File: src/rtl/mem_access_unit.sv
// Load/store unit between a request/response handshake and a single-port data memory.
// Handles byte/half/word accesses with sign/zero extension and read-modify-write sub-word stores.
module mem_access_unit #(
  parameter int unsigned MEM_BYTES = 1024
) (
  input  logic        clk,
  input  logic        rst_n,
  input  logic        req_valid,
  output logic        req_ready,
  input  logic        req_store,
  input  logic [2:0]  req_size,
  input  logic [31:0] req_addr,
  input  logic [31:0] req_wdata,
  output logic        resp_valid,
  input  logic        resp_ready,
  output logic [31:0] resp_data,
  output logic        resp_err,
  output logic        mem_ce,
  output logic        mem_we,
  output logic [31:0] mem_addr,
  output logic [31:0] mem_wdata,
  input  logic [31:0] mem_rdata
);

  typedef enum logic [1:0] {IDLE, READ, WRITE, RESP} state_t;

  localparam logic [32:0] MEM_LIMIT = 33'(MEM_BYTES);

  localparam logic [2:0] SZ_B  = 3'b000;
  localparam logic [2:0] SZ_H  = 3'b001;
  localparam logic [2:0] SZ_W  = 3'b010;
  localparam logic [2:0] SZ_BU = 3'b100;
  localparam logic [2:0] SZ_HU = 3'b101;

  state_t      state;
  logic        store_reg;
  logic [2:0]  size_reg;
  logic [31:0] addr_reg;
  logic [31:0] wdata_reg;

  function automatic logic req_error(input logic st, input logic [2:0] sz, input logic [31:0] a);
    logic [32:0] last_byte;
    logic        bad;
    // Range check uses the whole aligned word, computed one bit wider so it cannot wrap.
    last_byte = {1'b0, a[31:2], 2'b00} + 33'd3;
    bad = 1'b0;
    case (sz)
      SZ_B, SZ_BU: bad = 1'b0;
      SZ_H, SZ_HU: bad = a[0];
      SZ_W:        bad = (a[1:0] != 2'b00);
      default:     bad = 1'b1;
    endcase
    if (st && sz[2]) bad = 1'b1;
    if (last_byte >= MEM_LIMIT) bad = 1'b1;
    return bad;
  endfunction

  function automatic logic [31:0] load_extract(input logic [31:0] w, input logic [2:0] sz,
                                               input logic [1:0] lane);
    logic [7:0]  b;
    logic [15:0] h;
    logic [31:0] r;
    case (lane)
      2'd0:    b = w[7:0];
      2'd1:    b = w[15:8];
      2'd2:    b = w[23:16];
      default: b = w[31:24];
    endcase
    h = lane[1] ? w[31:16] : w[15:0];
    case (sz)
      SZ_B:    r = {{24{b[7]}}, b};
      SZ_BU:   r = {24'h000000, b};
      SZ_H:    r = {{16{h[15]}}, h};
      SZ_HU:   r = {16'h0000, h};
      default: r = w;
    endcase
    return r;
  endfunction

  function automatic logic [31:0] store_merge(input logic [31:0] w, input logic [2:0] sz,
                                              input logic [1:0] lane, input logic [31:0] wd);
    logic [31:0] r;
    r = w;
    case (sz)
      SZ_B: begin
        case (lane)
          2'd0:    r[7:0]   = wd[7:0];
          2'd1:    r[15:8]  = wd[7:0];
          2'd2:    r[23:16] = wd[7:0];
          default: r[31:24] = wd[7:0];
        endcase
      end
      SZ_H: begin
        if (lane[1]) r[31:16] = wd[15:0];
        else         r[15:0]  = wd[15:0];
      end
      default: r = wd;
    endcase
    return r;
  endfunction

  always_ff @(posedge clk or negedge rst_n) begin
    if (!rst_n) begin
      state      <= IDLE;
      req_ready  <= 1'b1;
      resp_valid <= 1'b0;
      resp_data  <= 32'h0;
      resp_err   <= 1'b0;
      mem_ce     <= 1'b0;
      mem_we     <= 1'b0;
      mem_addr   <= 32'h0;
      mem_wdata  <= 32'h0;
      store_reg  <= 1'b0;
      size_reg   <= 3'b000;
      addr_reg   <= 32'h0;
      wdata_reg  <= 32'h0;
    end else begin
      case (state)
        IDLE: begin
          if (req_valid) begin
            store_reg <= req_store;
            size_reg  <= req_size;
            addr_reg  <= req_addr;
            wdata_reg <= req_wdata;
            req_ready <= 1'b0;
            if (req_error(req_store, req_size, req_addr)) begin
              state      <= RESP;
              resp_valid <= 1'b1;
              resp_data  <= 32'h0;
              resp_err   <= 1'b1;
            end else if (req_store && (req_size == SZ_W)) begin
              state     <= WRITE;
              mem_ce    <= 1'b1;
              mem_we    <= 1'b1;
              mem_addr  <= {req_addr[31:2], 2'b00};
              mem_wdata <= req_wdata;
            end else begin
              state    <= READ;
              mem_ce   <= 1'b1;
              mem_we   <= 1'b0;
              mem_addr <= {req_addr[31:2], 2'b00};
            end
          end
        end
        READ: begin
          if (store_reg) begin
            // Sub-word store: patch the freshly read word and write it back next cycle.
            state     <= WRITE;
            mem_we    <= 1'b1;
            mem_addr  <= {addr_reg[31:2], 2'b00};
            mem_wdata <= store_merge(mem_rdata, size_reg, addr_reg[1:0], wdata_reg);
          end else begin
            state      <= RESP;
            mem_ce     <= 1'b0;
            resp_valid <= 1'b1;
            resp_data  <= load_extract(mem_rdata, size_reg, addr_reg[1:0]);
            resp_err   <= 1'b0;
          end
        end
        WRITE: begin
          state      <= RESP;
          mem_ce     <= 1'b0;
          mem_we     <= 1'b0;
          resp_valid <= 1'b1;
          resp_data  <= 32'h0;
          resp_err   <= 1'b0;
        end
        default: begin
          if (resp_ready) begin
            state      <= IDLE;
            resp_valid <= 1'b0;
            resp_data  <= 32'h0;
            resp_err   <= 1'b0;
            req_ready  <= 1'b1;
          end
        end
      endcase
    end
  end

endmodule

File: config.mk
export PLATFORM = sky130hd
export DESIGN_NAME = mem_access_unit
export DESIGN_NICKNAME = d
export VERILOG_FILES = /design/src/rtl/mem_access_unit.sv
export SDC_FILE = /design/constraint.sdc
export NUM_CORES = 1
export LEC_CHECK = 0
export ABC_CLOCK_PERIOD_IN_PS = 2500
export CAP_MARGIN = 15
export CELL_PAD_IN_SITES_DETAIL_PLACEMENT = 1
export CELL_PAD_IN_SITES_GLOBAL_PLACEMENT = 1
export CORE_AREA = 3 3 153 155
export DETAILED_ROUTE_END_ITERATION = 8
export DIE_AREA = 0 0 156 158
export DONT_BUFFER_PORTS = 1
export HOLD_SLACK_MARGIN = 0.1
export PLACE_DENSITY = 0.7
export SKIP_CTS_REPAIR_TIMING = 1
export SYNTH_ARGS = -nofsm -noshare
export SYNTH_HDL_FRONTEND = slang
export SYNTH_SLANG_ARGS = --single-unit
File: constraint.sdc
create_clock -name clk -period 2.5 [get_ports clk]
set_input_delay 0.5 -clock clk [delete_from_list [all_inputs] [get_ports clk]]
set_output_delay 0.5 -clock clk [all_outputs]
set_load 0.1 [all_outputs]
==> flow_summary.toml, run 1 <==
[cells_and_area]
syn2layout_area_growth_pct = 15.4
fill_cells = 2328
fin_nets = 944
multi_input_area_mm2 = 0.00419
layout_common_cells = "dfrtp_1 (168), buf_4 (80), mux2_2 (74)"
regArea_mm2 = 0.00423
diodes = 0
drive_gt1_frac = 0.283
layout_commonest_cell = "dfrtp_1"

[placement]
port_buffers = 0
gp_congestion = 0.854
dp_hpwl_um = 20700

[yosys]
synth_warnings = 0
ys.flop_type = "dfrtp_1"
synth_edf_count = 0
synth_cells = 800
synth_seq_cells = 169
avgSynthCellArea_um2 = 11.0
syn-cell-area_mm2 = 0.00878
ys_seq_area_frac = 0.482
yosys.cell_types.count = 54
async_flop_share = 1.00

[timing]
finalSetupViolations = 0
fin_crit_sh = 0.948
rsz0062_at_grt = "false"
worst_pin_slew_ns = 1.00
finalSetupTns_ns = 0
slew_violations = 0
timing.fmax_mhz = 422
skew_ns = 0.0134
finalHoldViolCount = 169
relSlewSlack = 0.333
fin_crit_ns = 2.37
holdWs_ns = -0.235

[grt]
grt_pass1_wl_um = 43700
grt_use_total = 0.230
overflow = 0
grt_pass1_vias = 7428
grt_max_degree = 170
antenna_found_initial = 0

[hold_path]
hp-class = "input pin to asynchronous set/reset pin"

[worst_setup_path]
crit_path_max_incr_delay_ns = 0.40
cp_max_fo = 21
critPathTopFamily = "simple AND/OR/NAND/NOR gates"
path_common_cell = "buf_4"
worst-path-buf-inv = 3
worstSetupPathType = "register to register"
arrival_ns = 2.67
cp-end-kind = "register"
cp_cell_sequence = "buf_4 -> ha_1 -> or3_1 -> o21bai_1 -> nand2b_1 -> buf_4 -> or2_1 -> buf_4 -> o31ai_1"
start_kind = "register"
critical_path_required_ns = 2.80
critPathSlowestCell = "dfrtp_1"

[routing]
routed_wl_um = 28100
drt_first_pass_iters = 6
vias_per_cell = 5.99
drtAntennaViolNets = 0
detail_route.wl_per_cell_um = 24.9
drc = 0
drtIter0Drc = 414
routed-via-count = 6766

[clock_tree]
clock_path_buffers = 2
clk_latency_ns = 0.43
root_buffer = "clkbuf_16"
cts.clk_slew.worst_paths_ns = 0.07
clock-sinks = 169
cts.htree.levels = 4
cts_buffers = 17
cts_tree = "done"

[floorplan]
dieHeight_um = 158
dieArea_mm2 = 0.0246
core-area_mm2 = 0.0220
fp.dieW_um = 156
start_util = 0.400
rows = 54
boundaryPins = 205

[run_status]
status = "finished with violations"
violations = "hold timing"

[flow_run]
cap_violations = 0
## layer usage
metal  wire (um)  up-vias  track usage  part of all wire
met5           0        -            0                 0
met4         757        0       0.0833             0.027
met3        3010       50       0.0951              0.11
met2       14000      256        0.390              0.50
met1       10300     3447        0.261              0.37
li1            -     3013            -                 -
## kinds of logic after synthesis
logic type / after synthesis / synth area share
AOI/OAI and AO/OA: 243 / 0.174
adders and majority gates: 4 / 0.00570
buffers and inverters: 92 / 0.0448
DFF: 169 / 0.482
muxes: 155 / 0.207
other: 1 / 0.000427
and+or+nand+nor: 136 / 0.0861
## synthesized netlist by cell type (5+ instances only)
cell type / instances / share of area
a21oi_1: 59 / 0.034
buf_1: 5 / 0.0021
dfrtp_1: 168 / 0.48
mux2_4: 30 / 0.051
clkbuf_1: 47 / 0.020
inv_1: 23 / 0.0098
o22ai_1: 14 / 0.010
mux2_2: 74 / 0.095
o21bai_1: 7 / 0.0060
nor4_1: 10 / 0.0071
buf_2: 11 / 0.0063
a211oi_1: 9 / 0.0077
and3_1: 9 / 0.0064
nor2_1: 51 / 0.022
mux2_1: 6 / 0.0077
mux2i_1: 44 / 0.050
o22a_1: 7 / 0.0070
nand2b_1: 11 / 0.0078
a31oi_1: 39 / 0.028
nand2_1: 29 / 0.012
o31ai_1: 17 / 0.015
o21ai_0: 57 / 0.032
a221oi_1: 14 / 0.014
o221ai_1: 6 / 0.0060
## worst reg2reg max path, delay by kind of cell, from the launching register on
kind / cells / cell delay, ns
and+or+nand+nor: 3 / 0.70
DFF: 1 / 0.40
buffers and inverters: 3 / 0.64
adders and majority gates: 1 / 0.19
AOI/OAI and AO/OA: 2 / 0.31
## stage by stage
stage	setup WS (ns)	hold WS (ns)	utilization	cell area, um^2	instances
floorplan	0.355	0.204	-	8780	801
CTS	-0.105	-0.254	0.461	10100	1128
global route	0.00380	-0.262	0.461	10100	1129
finish	0.129	-0.235	0.461	10100	1129
global placement	0.0722	0.213	0.434	9520	1096
detailed placement	-0.0724	0.210	0.434	9520	1096
## layout make-up
| class | instances | share of cell area |
|---|---|---|
| Inverter | 23 | 0.00852 |
| Clock inverter | 12 | 0.0137 |
| Tap cell | 280 | 0.0346 |
| Multi-Input combinational cell | 540 | 0.413 |
| Clock buffer | 20 | 0.0451 |
| Timing Repair Buffer | 85 | 0.0674 |
| Sequential cell | 169 | 0.418 |
## final timing paths
| path | from | to | slack (ns) | cells after the start |
|---|---|---|---|---|
| max reg2reg | state[1] | resp_data[18] | 0.13 | 9 |
| min in group clk | req_addr[24] | addr_reg[24] | 0.21 | 1 |
| min | rst_n | resp_data[9] | -0.23 | 0 |
| min reg2reg | wdata_reg[22] | wdata_reg[22] | 0.48 | 2 |
| max | state[1] | resp_data[18] | 0.13 | 9 |
| max in group asynchronous | rst_n | wdata_reg[31] | 2.47 | 0 |
Power of run 1 is left out: the tool's default activity adds up to more than one toggle a clock period on the data nets, which glitch-free logic cannot reach.
==> run 2, diff against run 1 <==
REMOVE_ABC_BUFFERS = 1   (was not set)
==> run 2 against run 1 <==
Compared with the run above: the flow still finishes with violations (hold timing); wire length shrank 0.53%; global-route usage is 0.48 points lower; cell count is 0.44% lower; utilization about the same; clock skew decreased by 0.0060 ns; flip-flop and latch count unchanged; sequential share of layout area hardly changed; highest routed layer unchanged.
==> flow_summary.toml, run 2 (same netlist as run 1, synthesis figures left out) <==
[routing]
drtAntennaViolNets = 0
drtIter0Drc = 429
routed-via-count = 6809
routed_wl_um = 27900
detail_route.wl_per_cell_um = 24.9
vias_per_cell = 6.06
drt_first_pass_iters = 6
drc = 0

[hold_path]
hp-class = "input pin to asynchronous set/reset pin"

[run_status]
status = "finished with violations"
violations = "hold timing"

[timing]
layout_setup_ws_ns = 0.143
slew_violations = 0
timing.fmax_mhz = 424
relSlewSlack = 0.348
finalHoldViolCount = 168
holdWs_ns = -0.249
fin_crit_ns = 2.36
rsz0062_at_grt = "false"
skew_ns = 0.00735
fin_crit_sh = 0.943
worst_pin_slew_ns = 0.979
finalSetupViolations = 0

[cells_and_area]
final_util = 0.461
fin_nets = 939
regArea_mm2 = 0.00423
syn2layout_area_growth_pct = 15.4
multi_input_area_mm2 = 0.00419
fill_cells = 2334
layout_commonest_cell = "dfrtp_1"
design_area_mm2 = 0.0101
diodes = 0
final_cells = 1124
layout_common_cells = "dfrtp_1 (168), mux2_2 (74), buf_4 (70)"
drive_gt1_frac = 0.281

[grt]
overflow = 0
grt_max_degree = 170
grt_pass1_vias = 7326
antenna_found_initial = 0
grt_pass1_wl_um = 43000
grt_use_total = 0.225

[floorplan]
dieArea_mm2 = 0.0246
boundaryPins = 205
rows = 54
start_util = 0.400
dieHeight_um = 158
core-area_mm2 = 0.0220
fp.dieW_um = 156

[worst_setup_path]
worstSetupPathType = "register to register"
reg2reg_depth = 9
crit_path_max_incr_delay_ns = 0.38
critPathTopFamily = "simple AND/OR/NAND/NOR gates"
worst-path-buf-inv = 3
start_kind = "register"
critPathSlowestCell = "dfrtp_1"
cp_cell_sequence = "inv_1 -> ha_1 -> nor2b_1 -> o21bai_1 -> nand2b_2 -> buf_6 -> or2_1 -> buf_8 -> o41ai_1"
r2r-start = "state[0]"
arrival_ns = 2.69
cp-end-kind = "register"
critical_path_required_ns = 2.84
critPathLaunch = "state[0]"
regToRegSetupSlack_ns = 0.14
r2r-end = "resp_data[7]"
cp_max_fo = 20

[placement]
dp_hpwl_um = 19600
port_buffers = 0
placed_cell_area_mm2 = 0.00950
gp_congestion = 0.911
dp.cells = 1090
dp_slack_ns = -0.166

[clock_tree]
root_buffer = "clkbuf_16"
clk_latency_ns = 0.45
cts.htree.levels = 4
cts_buffers = 17
clock-sinks = 169
cts.clk_slew.worst_paths_ns = 0.07
cts_tree = "done"
clock_path_buffers = 2

[flow_run]
cap_violations = 0
## run 2: changes by cell type in the layout (fill, tap and decap cells not counted), sizes merged
cell / before / now
bufinv: 2 / 0
clkinvlp: 3 / 1
clkinv: 4 / 5
buf: 85 / 80
inv: 26 / 31
clkbuf: 20 / 18
## run 2: cell type report
cell class | count | area share
sequential | 169 | 0.418
tap | 280 | 0.0346
clock inverter | 14 | 0.0152
inverter | 23 | 0.00852
multi-input combinational | 540 | 0.414
timing repair buffer | 80 | 0.0671
clock buffer | 18 | 0.0434
## run 2: through the flow
step / setup TNS [ns] / hold slack (ns)
6_report: 0 / -0.249
5_1_grt: 0 / -0.270
4_1_cts: -2.08 / -0.261
3_5_place_dp: -1.86 / 0.209
3_3_place_gp: 0 / 0.211
2_1_floorplan: -313.95 / 0.204
## run 2: how the worst max path moves through the flow
stage,endpoint,slack [ns],cells after the start
3_5_place_dp,resp_data[3],-0.17,7
2_1_floorplan,mem_wdata[10],-4.16,6
3_3_place_gp,resp_data[10],0.01,7
4_1_cts,resp_data[3],-0.18,7
5_1_grt,mem_wdata[0],0.01,9
6_report,resp_data[7],0.14,9
## run 2: routing by layer
metal	vias up	track usage	wire, um
met3	54	0.103	3140
met5	-	0	0
met4	0	0.0635	571
li1	3013	-	-
met2	294	0.367	13300
met1	3448	0.269	10900
Power of run 2 is left out for the same reason.
